### src/rtl/mem_pkg.sv
// Shared encodings for the memory-stage sequencer: request opcodes, FSM states
// and the default bus widths.
package mem_pkg;

    localparam int ADDR_W = 32;
    localparam int DATA_W = 16;

    typedef enum logic [2:0] {
        OP_NOP    = 3'd0,
        OP_LOAD   = 3'd1,
        OP_STORE  = 3'd2,
        OP_PUSH16 = 3'd3,
        OP_POP16  = 3'd4,
        OP_PUSH32 = 3'd5,
        OP_POP32  = 3'd6
    } mem_op_e;

    typedef enum logic [1:0] {
        ST_IDLE = 2'd0,
        ST_ACC1 = 2'd1,
        ST_ACC2 = 2'd2
    } state_e;

    function automatic logic is_wide(input mem_op_e op);
        return (op == OP_PUSH32) || (op == OP_POP32);
    endfunction

endpackage

### src/rtl/stack_pointer.sv
// Stack pointer register (grows down, points at next free word) with
// neighbour addresses and push/pop bound checks for the sequencer.
module stack_pointer #(
    parameter int ADDR_W   = 32,
    parameter int SP_RESET = 2047
) (
    input  logic              clk,
    input  logic              rst,
    input  logic              upd,
    input  logic              by_two,
    input  logic              up,
    output logic [ADDR_W-1:0] sp,
    output logic [ADDR_W-1:0] sp_plus1,
    output logic [ADDR_W-1:0] sp_plus2,
    output logic [ADDR_W-1:0] sp_minus1,
    output logic              push1_ok,
    output logic              push2_ok,
    output logic              pop1_ok,
    output logic              pop2_ok
);

    localparam logic [ADDR_W:0] SP_TOP = (ADDR_W+1)'(SP_RESET);

    logic [ADDR_W-1:0] sp_reg;
    logic [ADDR_W-1:0] sp_next;
    logic [ADDR_W-1:0] step;
    logic [ADDR_W:0]   sp_ext;

    assign step    = by_two ? ADDR_W'(2) : ADDR_W'(1);
    assign sp_next = !upd ? sp_reg : (up ? sp_reg + step : sp_reg - step);

    always_ff @(posedge clk) begin
        if (rst) begin
            sp_reg <= ADDR_W'(SP_RESET);
        end else begin
            sp_reg <= sp_next;
        end
    end

    // Pop checks use one extra bit so SP near the top of the address space cannot wrap.
    assign sp_ext    = {1'b0, sp_reg};
    assign sp        = sp_reg;
    assign sp_plus1  = sp_reg + ADDR_W'(1);
    assign sp_plus2  = sp_reg + ADDR_W'(2);
    assign sp_minus1 = sp_reg - ADDR_W'(1);
    assign push1_ok  = sp_reg >= ADDR_W'(1);
    assign push2_ok  = sp_reg >= ADDR_W'(2);
    assign pop1_ok   = (sp_ext + (ADDR_W+1)'(1)) <= SP_TOP;
    assign pop2_ok   = (sp_ext + (ADDR_W+1)'(2)) <= SP_TOP;

endmodule

### src/rtl/mem_access_unit.sv
// Memory-stage sequencer: loads, stores and 16/32-bit stack transfers, with all
// data_memory controls driven from flops and a stall while busy.
module mem_access_unit #(
    parameter int ADDR_W    = mem_pkg::ADDR_W,
    parameter int DATA_W    = mem_pkg::DATA_W,
    parameter int MEM_DEPTH = 2048,
    parameter int SP_RESET  = 2047
) (
    input  logic                clk,
    input  logic                rst,
    input  logic                req_valid,
    input  logic [2:0]          req_op,
    input  logic [ADDR_W-1:0]   req_addr,
    input  logic [2*DATA_W-1:0] req_wdata,
    output logic                req_ready,
    output logic                stall,
    output logic [ADDR_W-1:0]   mem_addr,
    output logic [DATA_W-1:0]   mem_wdata,
    output logic                mem_read,
    output logic                mem_write,
    input  logic [DATA_W-1:0]   mem_rdata,
    output logic                rsp_valid,
    output logic [2*DATA_W-1:0] rsp_data,
    output logic                err,
    output logic [ADDR_W-1:0]   sp
);
    import mem_pkg::*;

    state_e              state_reg, state_next;
    mem_op_e             op_reg, op_next;
    mem_op_e             op_in;
    logic [2*DATA_W-1:0] wdata_reg, wdata_next;
    logic                fault_reg, fault_next;
    logic [DATA_W-1:0]   lo_reg, lo_next;
    logic [ADDR_W-1:0]   mem_addr_reg, mem_addr_next;
    logic [DATA_W-1:0]   mem_wdata_reg, mem_wdata_next;
    logic                mem_read_reg, mem_read_next;
    logic                mem_write_reg, mem_write_next;
    logic                rsp_valid_reg, rsp_valid_next;
    logic [2*DATA_W-1:0] rsp_data_reg, rsp_data_next;
    logic                err_reg, err_next;

    logic                sp_upd, sp_by_two, sp_up;
    logic [ADDR_W-1:0]   sp_plus1, sp_plus2, sp_minus1;
    logic                push1_ok, push2_ok, pop1_ok, pop2_ok;
    logic                accept, accept_fault, addr_bad;

    stack_pointer #(
        .ADDR_W   (ADDR_W),
        .SP_RESET (SP_RESET)
    ) u_sp (
        .clk       (clk),
        .rst       (rst),
        .upd       (sp_upd),
        .by_two    (sp_by_two),
        .up        (sp_up),
        .sp        (sp),
        .sp_plus1  (sp_plus1),
        .sp_plus2  (sp_plus2),
        .sp_minus1 (sp_minus1),
        .push1_ok  (push1_ok),
        .push2_ok  (push2_ok),
        .pop1_ok   (pop1_ok),
        .pop2_ok   (pop2_ok)
    );

    assign op_in    = mem_op_e'(req_op);
    assign addr_bad = req_addr >= ADDR_W'(MEM_DEPTH);
    assign accept   = req_valid && (op_in != OP_NOP) && (req_op <= 3'd6);

    always_comb begin
        accept_fault = 1'b0;
        case (op_in)
            OP_LOAD, OP_STORE: accept_fault = addr_bad;
            OP_PUSH16:         accept_fault = ~push1_ok;
            OP_PUSH32:         accept_fault = ~push2_ok;
            OP_POP16:          accept_fault = ~pop1_ok;
            OP_POP32:          accept_fault = ~pop2_ok;
            default:           accept_fault = 1'b0;
        endcase
    end

    always_comb begin
        state_next     = state_reg;
        op_next        = op_reg;
        wdata_next     = wdata_reg;
        fault_next     = fault_reg;
        lo_next        = lo_reg;
        mem_addr_next  = '0;
        mem_wdata_next = '0;
        mem_read_next  = 1'b0;
        mem_write_next = 1'b0;
        rsp_valid_next = 1'b0;
        rsp_data_next  = '0;
        err_next       = 1'b0;
        sp_upd         = 1'b0;
        sp_by_two      = 1'b0;
        sp_up          = 1'b0;

        case (state_reg)
            ST_IDLE: begin
                if (accept) begin
                    state_next = ST_ACC1;
                    op_next    = op_in;
                    wdata_next = req_wdata;
                    fault_next = accept_fault;
                    // A faulted request still spends ACC1 on an idle bus so err lines up with the normal slot.
                    if (!accept_fault) begin
                        case (op_in)
                            OP_LOAD: begin
                                mem_addr_next = req_addr;
                                mem_read_next = 1'b1;
                            end
                            OP_STORE: begin
                                mem_addr_next  = req_addr;
                                mem_wdata_next = req_wdata[DATA_W-1:0];
                                mem_write_next = 1'b1;
                            end
                            OP_PUSH16: begin
                                mem_addr_next  = sp;
                                mem_wdata_next = req_wdata[DATA_W-1:0];
                                mem_write_next = 1'b1;
                            end
                            OP_PUSH32: begin
                                mem_addr_next  = sp;
                                mem_wdata_next = req_wdata[2*DATA_W-1:DATA_W];
                                mem_write_next = 1'b1;
                            end
                            OP_POP16, OP_POP32: begin
                                mem_addr_next = sp_plus1;
                                mem_read_next = 1'b1;
                            end
                            default: ;
                        endcase
                    end
                end
            end

            ST_ACC1: begin
                lo_next = mem_rdata;
                if (!fault_reg && is_wide(op_reg)) begin
                    state_next = ST_ACC2;
                    if (op_reg == OP_PUSH32) begin
                        mem_addr_next  = sp_minus1;
                        mem_wdata_next = wdata_reg[DATA_W-1:0];
                        mem_write_next = 1'b1;
                    end else begin
                        mem_addr_next = sp_plus2;
                        mem_read_next = 1'b1;
                    end
                end else begin
                    state_next     = ST_IDLE;
                    rsp_valid_next = 1'b1;
                    err_next       = fault_reg;
                    if (!fault_reg) begin
                        if (op_reg == OP_LOAD || op_reg == OP_POP16) begin
                            rsp_data_next = {{DATA_W{1'b0}}, mem_rdata};
                        end
                        sp_upd = (op_reg == OP_PUSH16) || (op_reg == OP_POP16);
                        sp_up  = (op_reg == OP_POP16);
                    end
                end
            end

            ST_ACC2: begin
                state_next     = ST_IDLE;
                rsp_valid_next = 1'b1;
                sp_upd         = 1'b1;
                sp_by_two      = 1'b1;
                sp_up          = (op_reg == OP_POP32);
                if (op_reg == OP_POP32) begin
                    rsp_data_next = {mem_rdata, lo_reg};
                end
            end

            default: state_next = ST_IDLE;
        endcase
    end

    always_ff @(posedge clk) begin
        if (rst) begin
            state_reg     <= ST_IDLE;
            op_reg        <= OP_NOP;
            wdata_reg     <= '0;
            fault_reg     <= 1'b0;
            lo_reg        <= '0;
            mem_addr_reg  <= '0;
            mem_wdata_reg <= '0;
            mem_read_reg  <= 1'b0;
            mem_write_reg <= 1'b0;
            rsp_valid_reg <= 1'b0;
            rsp_data_reg  <= '0;
            err_reg       <= 1'b0;
        end else begin
            state_reg     <= state_next;
            op_reg        <= op_next;
            wdata_reg     <= wdata_next;
            fault_reg     <= fault_next;
            lo_reg        <= lo_next;
            mem_addr_reg  <= mem_addr_next;
            mem_wdata_reg <= mem_wdata_next;
            mem_read_reg  <= mem_read_next;
            mem_write_reg <= mem_write_next;
            rsp_valid_reg <= rsp_valid_next;
            rsp_data_reg  <= rsp_data_next;
            err_reg       <= err_next;
        end
    end

    assign req_ready = (state_reg == ST_IDLE);
    assign stall     = req_valid & ~req_ready;
    assign mem_addr  = mem_addr_reg;
    assign mem_wdata = mem_wdata_reg;
    assign mem_read  = mem_read_reg;
    assign mem_write = mem_write_reg;
    assign rsp_valid = rsp_valid_reg;
    assign rsp_data  = rsp_data_reg;
    assign err       = err_reg;

endmodule

### config.mk
export PLATFORM = sky130hd
export DESIGN_NAME = mem_access_unit
export DESIGN_NICKNAME = d
export VERILOG_FILES = /design/src/rtl/mem_pkg.sv /design/src/rtl/stack_pointer.sv /design/src/rtl/mem_access_unit.sv
export SDC_FILE = /design/constraint.sdc
export NUM_CORES = 1
export LEC_CHECK = 0
export BUFFER_PORTS_ARGS = -buffer_cell sky130_fd_sc_hd__buf_4
export CORE_MARGIN = 2
export CORE_UTILIZATION = 25
export DETAILED_ROUTE_END_ITERATION = 12
export GPL_TIMING_DRIVEN = 0
export HOLD_SLACK_MARGIN = 0.05
export PLACE_DENSITY = 0.42
export SLEW_MARGIN = 20
export SYNTH_ARGS = -nofsm -noshare
export SYNTH_HDL_FRONTEND = slang
export SYNTH_SLANG_ARGS = --single-unit
### constraint.sdc
create_clock -name clk -period 5.05 [get_ports clk]
set_input_delay 1.515 -clock clk [delete_from_list [all_inputs] [get_ports clk]]
set_output_delay 1.515 -clock clk [all_outputs]
set_load 0.02 [all_outputs]
; Word level (Yosys, flattened, before mapping)
; Index checks and enable logic that the tools add are counted.
[op_classes]
n_addsub = 7
mul = 0
n_div = 0
magnitude_cmp = 6
eq_ne = 14
n_shift = 0
mux = 44
bitwise_logic = 7
n_reduce_logical = 17
[ops]
columns = op, n
row1 = 32-bit two-way mux, 6
row2 = 32-bit one-hot mux with 2 select lines, 2
row3 = 16-bit two-way mux, 7
row4 = 32-bit one-hot mux with 3 select lines, 1
row5 = 33-bit by 11-bit less-or-equal comparator with 1-bit output (second input constant), 2
row6 = 16-bit one-hot mux with 2 select lines, 2
row7 = 32-bit by 1-bit adder with 33-bit output (second input constant), 1
row8 = 32-bit by 2-bit adder with 33-bit output (second input constant), 1
row9 = 32-bit by 1-bit adder with 32-bit output (second input constant), 1
row10 = 32-bit by 2-bit adder with 32-bit output (second input constant), 1
row11 = 32-bit adder, 1
row12 = 32-bit by 1-bit >= comparator with 1-bit output (second input constant), 1
row13 = 32-bit by 12-bit >= comparator with 1-bit output (second input constant), 1
row14 = 32-bit by 2-bit >= comparator with 1-bit output (second input constant), 1
row15 = 32-bit by 1-bit subtractor with 32-bit output (second input constant), 1
row16 = 32-bit subtractor, 1
row17 = 3-bit equality test (second input constant), 6
row18 = 1-bit two-way mux, 16
row19 = 1-bit one-hot mux with 2 select lines, 5
row20 = 3-bit by 2-bit equality test with 1-bit output (second input constant), 3
row21 = 3-bit OR reduction, 3
row22 = 2-bit OR reduction, 4
row23 = 3-bit by 1-bit equality test with 1-bit output (second input constant), 2
row24 = 2-bit two-way mux, 3
row25 = 14 further kinds, 23
[totals]
ff_bits = 154
latch_bits = 0
mem_bits_rw = 0
romBits = 0
in_bits = 86
out_inout_bits = 118
wordCells = 108
n_memories = 0

; Longest topological paths before layout
[logic_depth]
ltp_word = 7
depth_mapped = 16
depth_no_buf = 16

; Modules after synthesis
; Synthesis repeated with hierarchy kept, for this count alone.
[hier_totals]
hier_cells = 1357
hier_area_um2 = 10965.5
[by_module_without_submodules]
columns = mod, instances, cells_each, area_per_inst_um2, seq_area_each_um2
row1 = mem_access_unit, 1, 678, 6065.8, 2442.3
row2 = stack_pointer, 1, 679, 4899.7, 640.6

; Worst setup path after synthesis
; OpenSTA, ideal clock, no wires.
[synth_timing]
path_kind = reg-to-reg
startpoint = register state_reg[1]
endpoint = register u_sp.sp_reg[31] (netlist: u_sp.sp[31])
t_arrival_ns = 4.229
setup_slack_ns = 0.701
stages_incl_launch_ff = 17
n_path_buf = 0
synth_period_minus_slack_ns = 4.349
cell_sequence = dfxtp_1 -> inv_1 -> ha_1 -> nand2b_1 -> o21ai_0 -> nand4_1 -> nand2b_1 -> ha_1 -> a21oi_1 -> nand4b_1 -> a31oi_1 -> o2111ai_1 -> a311oi_1 -> o21ai_0 -> a21oi_1 -> mux2i_1 -> mux2_2
[synth_via]
elab_chain_cells = 5
elab_cells_between_ends = 9
classes_between = add/sub: 2 / eq/ne: 2 / mux: 5
[synth_lines]
columns = item, line
row1 = from (decl), mem_access_unit.sv:29  ; state_e state_reg, state_next;
row2 = from (signal assigned), mem_access_unit.sv:195  ; state_reg <= state_next;
row3 = 2-bit equality test, mem_access_unit.sv:100  ; case (state_reg)
row4 = 1-bit two-way mux, mem_access_unit.sv:100
row5 = 2-bit two-way mux, stack_pointer.sv:29  ; assign step = by_two ? ADDR_W'(2) : ADDR_W'(1);
row6 = 32-bit subtractor / 32-bit adder (equally long branches), stack_pointer.sv:30  ; assign sp_next = !upd ? sp_reg : (up ? sp_reg + step : sp_reg - step);
row7 = 32-bit two-way mux, stack_pointer.sv:30
row8 = to (signal assigned), stack_pointer.sv:34  ; sp_reg <= ADDR_W'(SP_RESET);
row9 = to (signal assigned), stack_pointer.sv:36  ; sp_reg <= sp_next;
row10 = to (decl), stack_pointer.sv:24  ; logic [ADDR_W-1:0] sp_reg;
; Several ways; a longest one is shown, not always the timed one.
; A chain may end at the register's enable or synchronous reset.

; Final worst setup path
; Ends and elaborated chain as after synthesis.

==> out/results.env <==
STATUS='completed'
COUNT_OF_H_TREE_LEVELS_BUILT_DURING_CTS=4
SYNTH_SEQUENTIAL_AREA_RATIO_PCT=29.6
MIN_PERIOD_OVER_PERIOD_PCT=91.8
CTS-BUFFERS-INSERTED=17
CRIT_ARRIVAL_NS=4.99
DRTPASS1ITERATIONS=5
REG2REG_DEPTH=18
CP_CELL_INSTANCES='inv_1 -> ha_1 -> nand2b_1 -> o21ai_0 -> nand4_1 -> buf_6 -> buf_6 -> nand2b_1 -> ha_1 -> a21oi_1 -> nand4b_1 -> a31oi_1 -> o2111ai_1 -> a311oi_2 -> o21ai_0 -> a21oi_1 -> mux2i_1 -> mux2_2'
SYNTH_AREA_LEADER_CELL='sky130_fd_sc_hd__dfxtp_1'
WORSTPATHMAXFANOUT=14
P_TOTAL_mW=3.02
ASYNCSETRESETFLOPFRACSYNTH_PCT=0
MOST_USED_FLIP_FLOP_CELL_AFTER_SYNTHESIS='sky130_fd_sc_hd__dfxtp_1'
REQUIRED_WORST_ENDPOINT_NS=5.40
RSZ0062_AT_GRT='no'
IRDROPWORSTVDD_mV=0.260
ROWS=74
NUM_VIAS=11100
FINAL_PERIOD_MINUS_WORST_SETUP_SLACK_NS=4.64
FINAL_ANTENNA_NET_COUNT=0
GRT_MAX_DEGREE=17
PORT_BUFFERS=200
MAX_CAP_VIOLATIONS=0
DETAILEDPLACEMENTHPWL_UM=35600
SETUP_VIOL=0
GRT_PASS1_WL_UM=67000
YOSYS_WARNINGS=0
NUMBER_OF_DISTINCT_LIBRARY_CELL_VARIANTS_IN_THE_GATE_LEVEL_NETLIST_AFTER_SYNTHESIS=78
SETUP_SKEW_AFTER_LAYOUT_NS=0.0157
CTS_TREE='yes'
TOTAL_STANDARD_CELL_AREA_AFTER_SYNTHESIS_SQ_MM=0.0104
CLK_PIN_SLEW_NS=0.07
LAYOUT-DRIVE-GT1-SHARE_PCT=18.2
SLOWEST_STAGE='sky130_fd_sc_hd__a31oi_1'
LAYOUT_COMMONEST_CELL='sky130_fd_sc_hd__buf_4'
WORST_CASE_CLOCK_BUFFER_DEPTH=2
CRIT_PATH_START_KIND='flip-flop'
DRC=0
DRT_ITER0_DRC=763
SYNTHCELLS=1353
FLOORPLAN.CORE_AREA_SQ_MM=0.0410
POWER_DENSITY_mW_PER_MM2=228
ROUTED_WIRELENGTH_UM=44800
YS_FF_LATCH=154
SYNTH_ENABLE_FLOP_CELLS=0
WORSTMARGINPINSLEW_NS=0.941
GRT_PASS1_VIAS=10700
SYN_TO_LAYOUT_AREA_DELTA_PCT=27.0
MAX_FREQ_GHz=0.216
AVGROUTEDWIREPERCELL_UM=21.1
INSERTEDDIODECOUNT=0
SYNTHDOMINANTCELLAREASHARE_PCT=29.6
FINAL.FILL_COUNT=4456
POSTSYNTHAREAPERCELL_SQ_UM=7.71
START_UTIL_PCT=25.4
GRT_ANTENNA_BEFORE_REPAIR=0
CTS.SINKS=154
SYNTH_TOP_CELLS_BY_AREA='sky130_fd_sc_hd__dfxtp_1 (30%), sky130_fd_sc_hd__nand2_1 (6.7%), sky130_fd_sc_hd__xnor2_1 (5.1%)'
STATIC-LEAKAGE-POWER_nW=5.13
TIMING_WORST_SETUP_PATH_TYPE='reg2reg'
SYNTH.NET_COUNT=1482
DIE_W_UM=208
CRITICAL_PATH.MAX_STAGE_DELAY_NS=0.39
WORSTSETUPENDPOINTTYPE='flip-flop'
CLOCKROOTBUFFER='sky130_fd_sc_hd__clkbuf_16'
DIE_Y_UM=208
LAYOUT.CELLS.MOST_COMMON_LIST='sky130_fd_sc_hd__buf_4 (210), sky130_fd_sc_hd__nand2_1 (185), sky130_fd_sc_hd__dfxtp_1 (154)'
DIE_OUTLINE_AREA_SQ_MM=0.0434
GLOBALROUTEOVERFLOWTOTAL=0
WORSTSKEWPAIRLATENCY_NS=0.46
FINAL.HOLD.WORST_SLACK_NS=0.455
WHS_PATH_DEPTH=2
VIA_PER_INST=5.22
HOLD_VIOL=0
DRV_SLEW=0
GRT_UTIL_ALL_LAYERS_PCT=20.3
FIN_NETS=1705
IO_PINS=204
MIN-DELAY-PATH-CLASS='reg2reg'
WEIGHTED_CONGESTION_REPORTED_AT_THE_END_OF_ROUTABILITY_DRIVEN_PLACEMENT=0.914
TIMING.MAX_SLEW.REL_SLACK_PCT=36.7
logic make-up after synthesis:
| family | after synthesis | synth area share (%) |
|---|---|---|
| compound gates | 384 | 24.0 |
| xor+xnor | 96 | 8.06 |
| fa+ha+maj | 43 | 5.23 |
| buf+inv | 139 | 5.43 |
| flops | 154 | 29.6 |
| mux | 50 | 4.97 |
| simple gates | 487 | 22.7 |
final timing paths:
kind	startpoint	slack, ns	endpoint
setup / recovery	state_reg[1]$_SDFFE_PP0P_	0.41	u_sp.sp[31]$_SDFFE_PP0P_
hold / removal	wdata_reg[1]$_SDFFE_PP0P_	0.45	wdata_reg[1]$_SDFFE_PP0P_
setup reg to reg	state_reg[1]$_SDFFE_PP0P_	0.41	u_sp.sp[31]$_SDFFE_PP0P_
hold reg to reg	wdata_reg[1]$_SDFFE_PP0P_	0.45	wdata_reg[1]$_SDFFE_PP0P_
power by group:
| group | internal [mW] | total, mW | switching (mW) |
|---|---|---|---|
| sequential | 1.24 | 1.26 | 0.0138 |
| combinational | 0.162 | 0.400 | 0.238 |
| clock | 0.747 | 1.36 | 0.612 |
metrics by stage:
stage | setup TNS [ns] | utilization [%] | std cells | setup slack [ns] | cell area (sq um)
after detailed placement | 0 | 30.8 | 2087 | 0.164 | 12600
after global placement | -5.07 | 30.7 | 2085 | -0.803 | 12600
after floorplan | 0 | - | 1353 | 0.701 | 10400
after CTS | 0 | 32.2 | 2118 | 0.108 | 13200
after global routing | 0 | 32.3 | 2120 | 0.0273 | 13200
final | 0 | 32.3 | 2120 | 0.412 | 13200
synth_stat cells, drive strengths merged, types with 13 or more instances:
cell and n:
nand2 186, dfxtp 154, a21oi 87, o21ai 86
clkbuf 80, nor2 77, xnor2 61, nor3 44
ha 42, mux2i 36, o22ai 36, xor2 35
buf 34, nand3 33, a22oi 28, o211ai 25
nand4 24, and2 23, inv 22, nor4 20
a22o 18, a31oi 15, and3 14, mux2 14
a211oi 13, a21o 13
critical path, delay by kind of cell (launching register included):
family / cells / cell delay, ns
AO/OA/AOI/OAI: 7 / 1.73
adder cells (fa/ha/maj): 2 / 0.45
buffers and inverters: 3 / 0.52
flip-flops: 1 / 0.33
multiplexers: 2 / 0.64
AND/OR/NAND/NOR: 4 / 0.85
final cells by class:
cell class / instances / area [sq um] / share of cell area, %
Multi-Input combinational cell: 1060 / 6790 / 51.3
Sequential cell: 154 / 3080 / 23.3
Timing Repair Buffer: 204 / 1540 / 11.6
Tap cell: 532 / 666 / 5.03
Buffer: 114 / 473 / 3.57
Clock buffer: 17 / 425 / 3.21
Clock inverter: 14 / 173 / 1.30
Inverter: 25 / 93.8 / 0.708
routing by layer:
layer  part of all wire (%)  routed length, um  track usage [%]
met1                     47              20900             27.3
met2                     46              20700             32.7
met3                    4.5               2000             3.15
met4                    2.9               1280             7.14
met5                      0                  0                0
what timing repair did:
item / in CTS / in global routing
gates resized for setup: 0 / 1
endpoints found under the hold margin: 0 / 0
hold buffers: 0 / 0
setup buffers: 0 / 2
setup endpoints to repair: 0 / 1
Power figures use the tool's default switching activity.
